===== config.mk =====
export PLATFORM = sky130hd
export DESIGN_NAME = controle_rampa_pwm
export DESIGN_NICKNAME = d
export VERILOG_FILES = /design/src/rtl/controle_rampa_pwm.sv
export SDC_FILE = /design/constraint.sdc
export NUM_CORES = 1
export LEC_CHECK = 0
export CORE_UTILIZATION = 50
export DETAILED_ROUTE_END_ITERATION = 10
export HOLD_SLACK_MARGIN = 0.12
export PLACE_DENSITY = 0.75
export RECOVER_POWER = 100
export SLEW_MARGIN = 25
export SYNTH_ARGS = -nofsm -noshare
export SYNTH_HDL_FRONTEND = slang
export SYNTH_SLANG_ARGS = --single-unit

===== constraint.sdc =====
create_clock -name clock -period 1.7 [get_ports clock]
set_input_delay 0.17 -clock clock [delete_from_list [all_inputs] [get_ports clock]]
set_output_delay 0.17 -clock clock [all_outputs]
set_load 0.03 [all_outputs]

===== src/rtl/controle_rampa_pwm.sv =====
// Width sequencer for a PWM generator: steps a 2-bit width code through fixed, ramp-up,
// ramp-down or continuous triangle sequences, dwelling CICLOS_PASSO cycles per step.
module controle_rampa_pwm #(
    parameter int unsigned CICLOS_PASSO = 1250
) (
    input  logic       clock,
    input  logic       reset,
    input  logic       iniciar,
    input  logic       parar,
    input  logic [1:0] modo,
    input  logic [1:0] alvo,
    output logic [1:0] largura,
    output logic       ocupado,
    output logic       pronto,
    output logic [2:0] db_estado
);

    typedef enum logic [2:0] {
        OCIOSO  = 3'd0,
        CARREGA = 3'd1,
        ESPERA  = 3'd2,
        AVANCA  = 3'd3,
        FIM     = 3'd4
    } estado_t;

    localparam logic [1:0]  MODO_FIXO     = 2'b00;
    localparam logic [1:0]  MODO_SOBE     = 2'b01;
    localparam logic [1:0]  MODO_DESCE    = 2'b10;
    localparam logic [1:0]  MODO_TRIANGLE = 2'b11;
    localparam logic [31:0] ULTIMO        = 32'(CICLOS_PASSO - 1);

    estado_t     estado_q, estado_d;
    logic [1:0]  largura_q, largura_d;
    logic [31:0] contador_q, contador_d;
    logic        dir_sobe_q, dir_sobe_d;
    logic [1:0]  modo_q, modo_d;
    logic [1:0]  alvo_q, alvo_d;

    always_ff @(posedge clock) begin
        if (!reset) begin
            estado_q   <= OCIOSO;
            largura_q  <= 2'b00;
            contador_q <= 32'd0;
            dir_sobe_q <= 1'b1;
            modo_q     <= 2'b00;
            alvo_q     <= 2'b00;
        end else begin
            estado_q   <= estado_d;
            largura_q  <= largura_d;
            contador_q <= contador_d;
            dir_sobe_q <= dir_sobe_d;
            modo_q     <= modo_d;
            alvo_q     <= alvo_d;
        end
    end

    always_comb begin
        estado_d   = estado_q;
        largura_d  = largura_q;
        contador_d = contador_q;
        dir_sobe_d = dir_sobe_q;
        modo_d     = modo_q;
        alvo_d     = alvo_q;

        case (estado_q)
            OCIOSO: begin
                if (iniciar) begin
                    modo_d   = modo;
                    alvo_d   = alvo;
                    estado_d = CARREGA;
                end
            end
            CARREGA: begin
                contador_d = 32'd0;
                estado_d   = ESPERA;
                case (modo_q)
                    MODO_FIXO:  largura_d = alvo_q;
                    MODO_SOBE:  largura_d = 2'b00;
                    MODO_DESCE: largura_d = 2'b11;
                    default: begin
                        largura_d  = 2'b00;
                        dir_sobe_d = 1'b1;
                    end
                endcase
            end
            ESPERA: begin
                if (contador_q == ULTIMO) begin
                    contador_d = 32'd0;
                    estado_d   = (modo_q == MODO_FIXO) ? FIM : AVANCA;
                end else begin
                    contador_d = contador_q + 32'd1;
                end
            end
            AVANCA: begin
                estado_d = ESPERA;
                case (modo_q)
                    MODO_SOBE: begin
                        if (largura_q == 2'b11) estado_d = FIM;
                        else                    largura_d = largura_q + 2'b01;
                    end
                    MODO_DESCE: begin
                        if (largura_q == 2'b00) estado_d = FIM;
                        else                    largura_d = largura_q - 2'b01;
                    end
                    MODO_TRIANGLE: begin
                        // Reverse at the ends rather than saturate, so the wave never flattens.
                        if (dir_sobe_q && largura_q == 2'b11) begin
                            dir_sobe_d = 1'b0;
                            largura_d  = 2'b10;
                        end else if (!dir_sobe_q && largura_q == 2'b00) begin
                            dir_sobe_d = 1'b1;
                            largura_d  = 2'b01;
                        end else if (dir_sobe_q) begin
                            largura_d = largura_q + 2'b01;
                        end else begin
                            largura_d = largura_q - 2'b01;
                        end
                    end
                    default: estado_d = FIM;
                endcase
            end
            FIM:     estado_d = OCIOSO;
            default: estado_d = OCIOSO;
        endcase

        // Abort wins over every step or end transition of the running sequence.
        if (parar && (estado_q == CARREGA || estado_q == ESPERA || estado_q == AVANCA)) begin
            largura_d  = 2'b00;
            contador_d = 32'd0;
            estado_d   = FIM;
        end
    end

    assign largura   = largura_q;
    assign ocupado   = (estado_q == CARREGA) || (estado_q == ESPERA) || (estado_q == AVANCA);
    assign pronto    = (estado_q == FIM);
    assign db_estado = estado_q;

endmodule


# == After elaboration in Yosys (flattened, before gate mapping) ==
# Cells that the tools add are included.
# word_totals
elab_cells,71
inputBits,8
output_inout_bits,7
reg_bits,42
# classes
reduce_logical,18
bitwise,1
eq_ne,19
n_addsub,3
mux,23
# ops
op,n
one-hot mux 32 bit (2 select lines),1
"adder 32 x 1 -> 32 bit, second input constant",1
"== test 32 x 11 -> 1 bit, second input constant",1
2-to-1 mux 32 bit,1
2-to-1 mux 3 bit,6
"!= test 3 bit, second input constant",4
one-hot mux 3 bit (4 select lines),1
2-to-1 mux 2 bit,5
one-hot mux 3 bit (3 select lines),1
one-hot mux 2 bit (2 select lines),2
AND reduction 4 bit,2
"== test 2 bit, second input constant",3
"== test 3 x 2 -> 1 bit, second input constant",2
"!= test 2 bit, second input constant",3
one-hot mux 2 bit (3 select lines),1
AND reduction 2 bit,3
zero test 2 bit,2
2-to-1 mux 1 bit,4
"!= test 4 x 1 -> 1 bit, second input constant",1
nonzero test 2 bit,2
"== test 3 x 1 -> 1 bit, second input constant",1
"== test 3 bit, second input constant",1
logical AND 1 bit,3
zero test 3 bit,1
other kinds (11),12

# == Logic depth before layout (Yosys ltp) ==
# Gate-level depths: netlist of run 1.
# depth
word_depth,6
ltp_mapped,9
ltp_nobuf,7

# == Least setup slack after synthesis of run 1 ==
# No wires, ideal clock.
# synth_timing
path_type,flip-flop to flip-flop
from,register estado_q[1] (netlist: db_estado[1])
to,register contador_q[6]
period_less_slack_ns,1.928
path_stages_with_launch,8
n_path_buf,2
arrival_ns,1.811
required_ns,1.583
setup_time_ns,0.117
slack_ns,-0.228
path_cell_list,dfxtp_1 buf_4 o21ba_2 nand2_1 nand2_1 clkbuf_1 nor2_1 a22o_1
# synth_via
elab_chain_len,5
word_cells_on_any_way,9
classes_between,3 x eq/ne; 1 x mux; 5 x reduce/logical
# synth_rtl
element,line_no,text
from (decl),32,"estado_t estado_q, estado_d;"
from (signal assigned),48,estado_q <= estado_d;
== test 3 x 1 -> 1 bit / == test 3 x 2 -> 1 bit (equally long branches),n/a,
logical OR 1 bit,n/a,
logical OR 1 bit (*),n/a,
via ocupado,13,"output logic ocupado,"
logical AND 1 bit (*),127,if (parar && (estado_q == CARREGA || estado_q == ESPERA || estado_q == AVANCA)) begin
OR reduction 2 bit (no line) (*),n/a,
to (signal assigned),50,contador_q <= contador_d;
to (decl),34,"logic [31:0] contador_q, contador_d;"
# The timed path passes the listed nets; every way through them passes the cells marked *.
# A chain may end at the register's enable or synchronous reset.

# == Final worst setup path of run 1 ==
# layout_timing
from,register contador_q[8]
to,register contador_q[21]
# layout_via
elab_chain_len,3
word_cells_on_any_way,4
classes_between,1 x add/sub; 1 x eq/ne; 2 x mux
# layout_rtl
element,line_no,text
adder 32 x 1 -> 32 bit / == test 32 x 11 -> 1 bit (equally long branches),"91, 87",
2-to-1 mux 32 bit (*),87,if (contador_q == ULTIMO) begin
one-hot mux 32 bit (2 select lines) (*),65,case (estado_q)
# Mark *: on every way between the ends. The rest lies on a longest branch, timed or not.

==> impl_metrics.env, run 1 <==
export IMPL_place_gp_congestion=0.880
export IMPL_maxCapViolCount=0
export IMPL_yosysMostFrequentCell="dfxtp_1"
export IMPL_final_util_pct=75.7
export IMPL_overflow=0
export IMPL_critPathKind="reg -> reg"
export IMPL_synth_net_count=331
export IMPL_drtAntennaViolNets=0
export IMPL_avgViaCountPerCell=6.24
export IMPL_synth_area_top_cells="dfxtp_1 32%, ha_1 5.2%, xnor2_1 3.6%"
export IMPL_setup_viol=25
export IMPL_reg2reg_to="contador_q[21]"
export IMPL_cts_root_buf="clkbuf_8"
export IMPL_wl_mm=8.50
export IMPL_vias=2991
export IMPL_synth_async_sr_flop_share_pct=0
export IMPL_synth_top_area_cell="dfxtp_1"
export IMPL_violations="setup timing"
export IMPL_drtPass1Iterations=5
export IMPL_slew_violations=0
export IMPL_cts_hold_buf=0
export IMPL_end_kind="register"
export IMPL_rsz0062_at_grt="yes"
export IMPL_start_kind="register"
export IMPL_ys_seq_area_share_pct=31.7
export IMPL_holdCritStartpoint="modo[0]"
export IMPL_grt_max_degree=16
export IMPL_tns_ns=-2.00
export IMPL_critPathMaxFanout=6
export IMPL_ys_seq_elements=42
export IMPL_antenna_found_initial=0
export IMPL_syn_area_mm2=0.00265
export IMPL_clkSinkCount=42
export IMPL_yosys_area_top_type_share_pct=31.7
export IMPL_syn_inst=312
export IMPL_max_freq_mhz=540
export IMPL_drc=0
export IMPL_fin_skew_ns=0.0134
export IMPL_r2r_slack_ns=-0.15
export IMPL_finalHoldViolations=0
export IMPL_hp_class="in -> reg"
export IMPL_ys_top_cells_by_count="42 x dfxtp_1, 24 x nor2_1, 20 x inv_1, 18 x nand2_1, 14 x nor4_1"
export IMPL_nFillCells=353
export IMPL_grt_first_pass_wirelength_mm=12.6
export IMPL_p_leak_uw=0.00158
export IMPL_arrival_ns=2.04
export IMPL_hold_end="modo_q[0]"
export IMPL_synth_avg_cell_area_um2=8.50
export IMPL_die_h_um=74.8
export IMPL_port_buffers=14
export IMPL_synth_main_ff_cell="dfxtp_1"
export IMPL_core_mm2=0.00511
export IMPL_relSlewSlack_pct=75.0
export IMPL_seq_area_um2=852
export IMPL_die_area_mm2=0.00560
export IMPL_hold_depth=3
export IMPL_grt_pass1_vias=2716
export IMPL_worstSkewPairLatency_ns=0.30
export IMPL_synth_edf_count=0
export IMPL_drive_gt1_share_pct=40.3
export IMPL_ios=15
export IMPL_multiInputGateArea_mm2=0.00192
export IMPL_layout_nets=428
export IMPL_cts_tree="built"
export IMPL_dp_cells=465
export IMPL_ys_types=66
export IMPL_grt_usage_pct=29.6
export IMPL_first_iter_violations=347
export IMPL_core_rowCount=26
export IMPL_cp_startpoint="contador_q[8]"
export IMPL_reg2regPathDepth=8
export IMPL_clock_path_buffers=2
export IMPL_ir_drop_v=0.000415
export IMPL_finalCritPeriodShare_pct=109
export IMPL_fin_crit_ns=1.85
export IMPL_dp_slack_ns=-0.174
export IMPL_fin_cells=479
export IMPL_path_clk_slew_ns=0.08
export IMPL_htreeDepth=2
export IMPL_worst_pin_slew_ns=0.371
export IMPL_start_util_pct=51.9
export IMPL_timing_rr_start="contador_q[8]"
export IMPL_ys_warn_count=0
export IMPL_area_delta_synth_final_pct=45.7
export IMPL_setup_ws_ns=-0.152
export IMPL_powerDensity_mw_per_mm2=595
export IMPL_cts_buffers=5
export IMPL_dpl_hpwl_mm=5.60
export IMPL_die_x_um=74.8
export IMPL_outcome="finished with violations"
export IMPL_wl_per_cell_um=17.7
export IMPL_cp_data_required_time_ns=1.89
export IMPL_antenna_diode_count=0
## worst max path at each step
stage / endpoint / slack [ns] / cells after the start
floorplan: contador_q[18] / -0.04 / 6
global placement: contador_q[17] / -0.1 / 9
detailed placement: contador_q[18] / -0.17 / 6
CTS: contador_q[12] / -0.14 / 9
global route: contador_q[22] / -0.27 / 9
finish: contador_q[21] / -0.15 / 8
## through the flow
step / hold WS (ns) / power [uW] / cell area [um^2]
final: 0.482 / 2300 / 3860
after detailed placement: 0.484 / 1600 / 3460
after CTS: 0.479 / 2240 / 3650
after floorplan: 0.242 / 1350 / 2700
after global routing: 0.510 / 2390 / 3860
after global placement: 0.481 / 1580 / 3460
## cell type report
class	instances	area share, %
Clock buffer	7	2.23
Timing Repair Buffer	108	21.9
Multi-Input combinational cell	232	49.6
Sequential cell	42	22.0
Tap cell	70	2.27
Inverter	20	1.94
## cell usage in the layout (no fill, tap or decap), drive strengths merged, types with 3 or more instances in the layout
cell type and n:
and3 4, nor4b 5, nand2 18, a31oi 13, inv 20, or3 6, o21ai 9, nor4 16
and4 5, a211o 4, nor3 9, nor2 24, clkdlybuf4s50 9, clkbuf 12, xnor2 11, nand3 14
or4 6, dlygate4sd2 5, a221oi 3, ha 11, nand4 15, o211ai 4, nor2b 6, mux2i 3
dfxtp 42, buf 89, a21oi 10, o31ai 4
## state kept, by name, summed over array words and instances (netlist names)
register / flops
db_estado: 3
alvo_q: 2
dir_sobe_q: 1
modo_q: 2
contador_q: 32
largura: 2
## power breakdown
part / switching, uW / leakage (uW) / total [uW] / internal, uW
Combinational: 331 / 0.00119 / 599 / 268
Clock: 348 / 0.0000443 / 671 / 323
Sequential: 23.0 / 0.000344 / 1030 / 1010
Total: 701 / 0.00158 / 2300 / 1600
## worst max-delay path, cell delays in order (launching register included)
cell and delay (ns):
dfxtp_2 0.34, nor4_4 0.27, buf_4 0.15, nand4_1 0.11, buf_4 0.18, o21ai_4 0.23
buf_6 0.16, nor3_1 0.05, a211o_1 0.26
## per-layer routing
layer	global-route usage, %	wire length (um)	vias to the layer above
li1	-	-	1381
met1	38.6	3460	1447
met2	48.9	4210	140
met3	5.49	647	23
met4	10.3	174	0
met5	0	0	-
## logic make-up (layout without fill, tap and decap cells)
kind of cell / Yosys count / in the layout / share of synthesized area, %
adders and majority gates: 11 / 11 / 5.19
buffers and inverters: 38 / 135 / 7.17
AOI/OAI and AO/OA: 69 / 69 / 18.7
and+or+nand+nor: 136 / 136 / 31.7
DFF: 42 / 42 / 31.7
xor gates and xnor gates: 12 / 12 / 3.96
muxes: 4 / 4 / 1.56
## timing repair
item,4_1_cts,5_1_grt
resized for setup,25,47
pin swaps,3,17
endpoints found under the setup margin,34,36
gates cloned,1,1
buffers inserted,1,4
Power figures use the tool's default switching activity.
==> run 2, diff against run 1 <==
- HOLD_SLACK_MARGIN: 0.12 -> 0.08
==> results of run 2 <==
Final layout, timing and power as in run 1 (identical DEF).
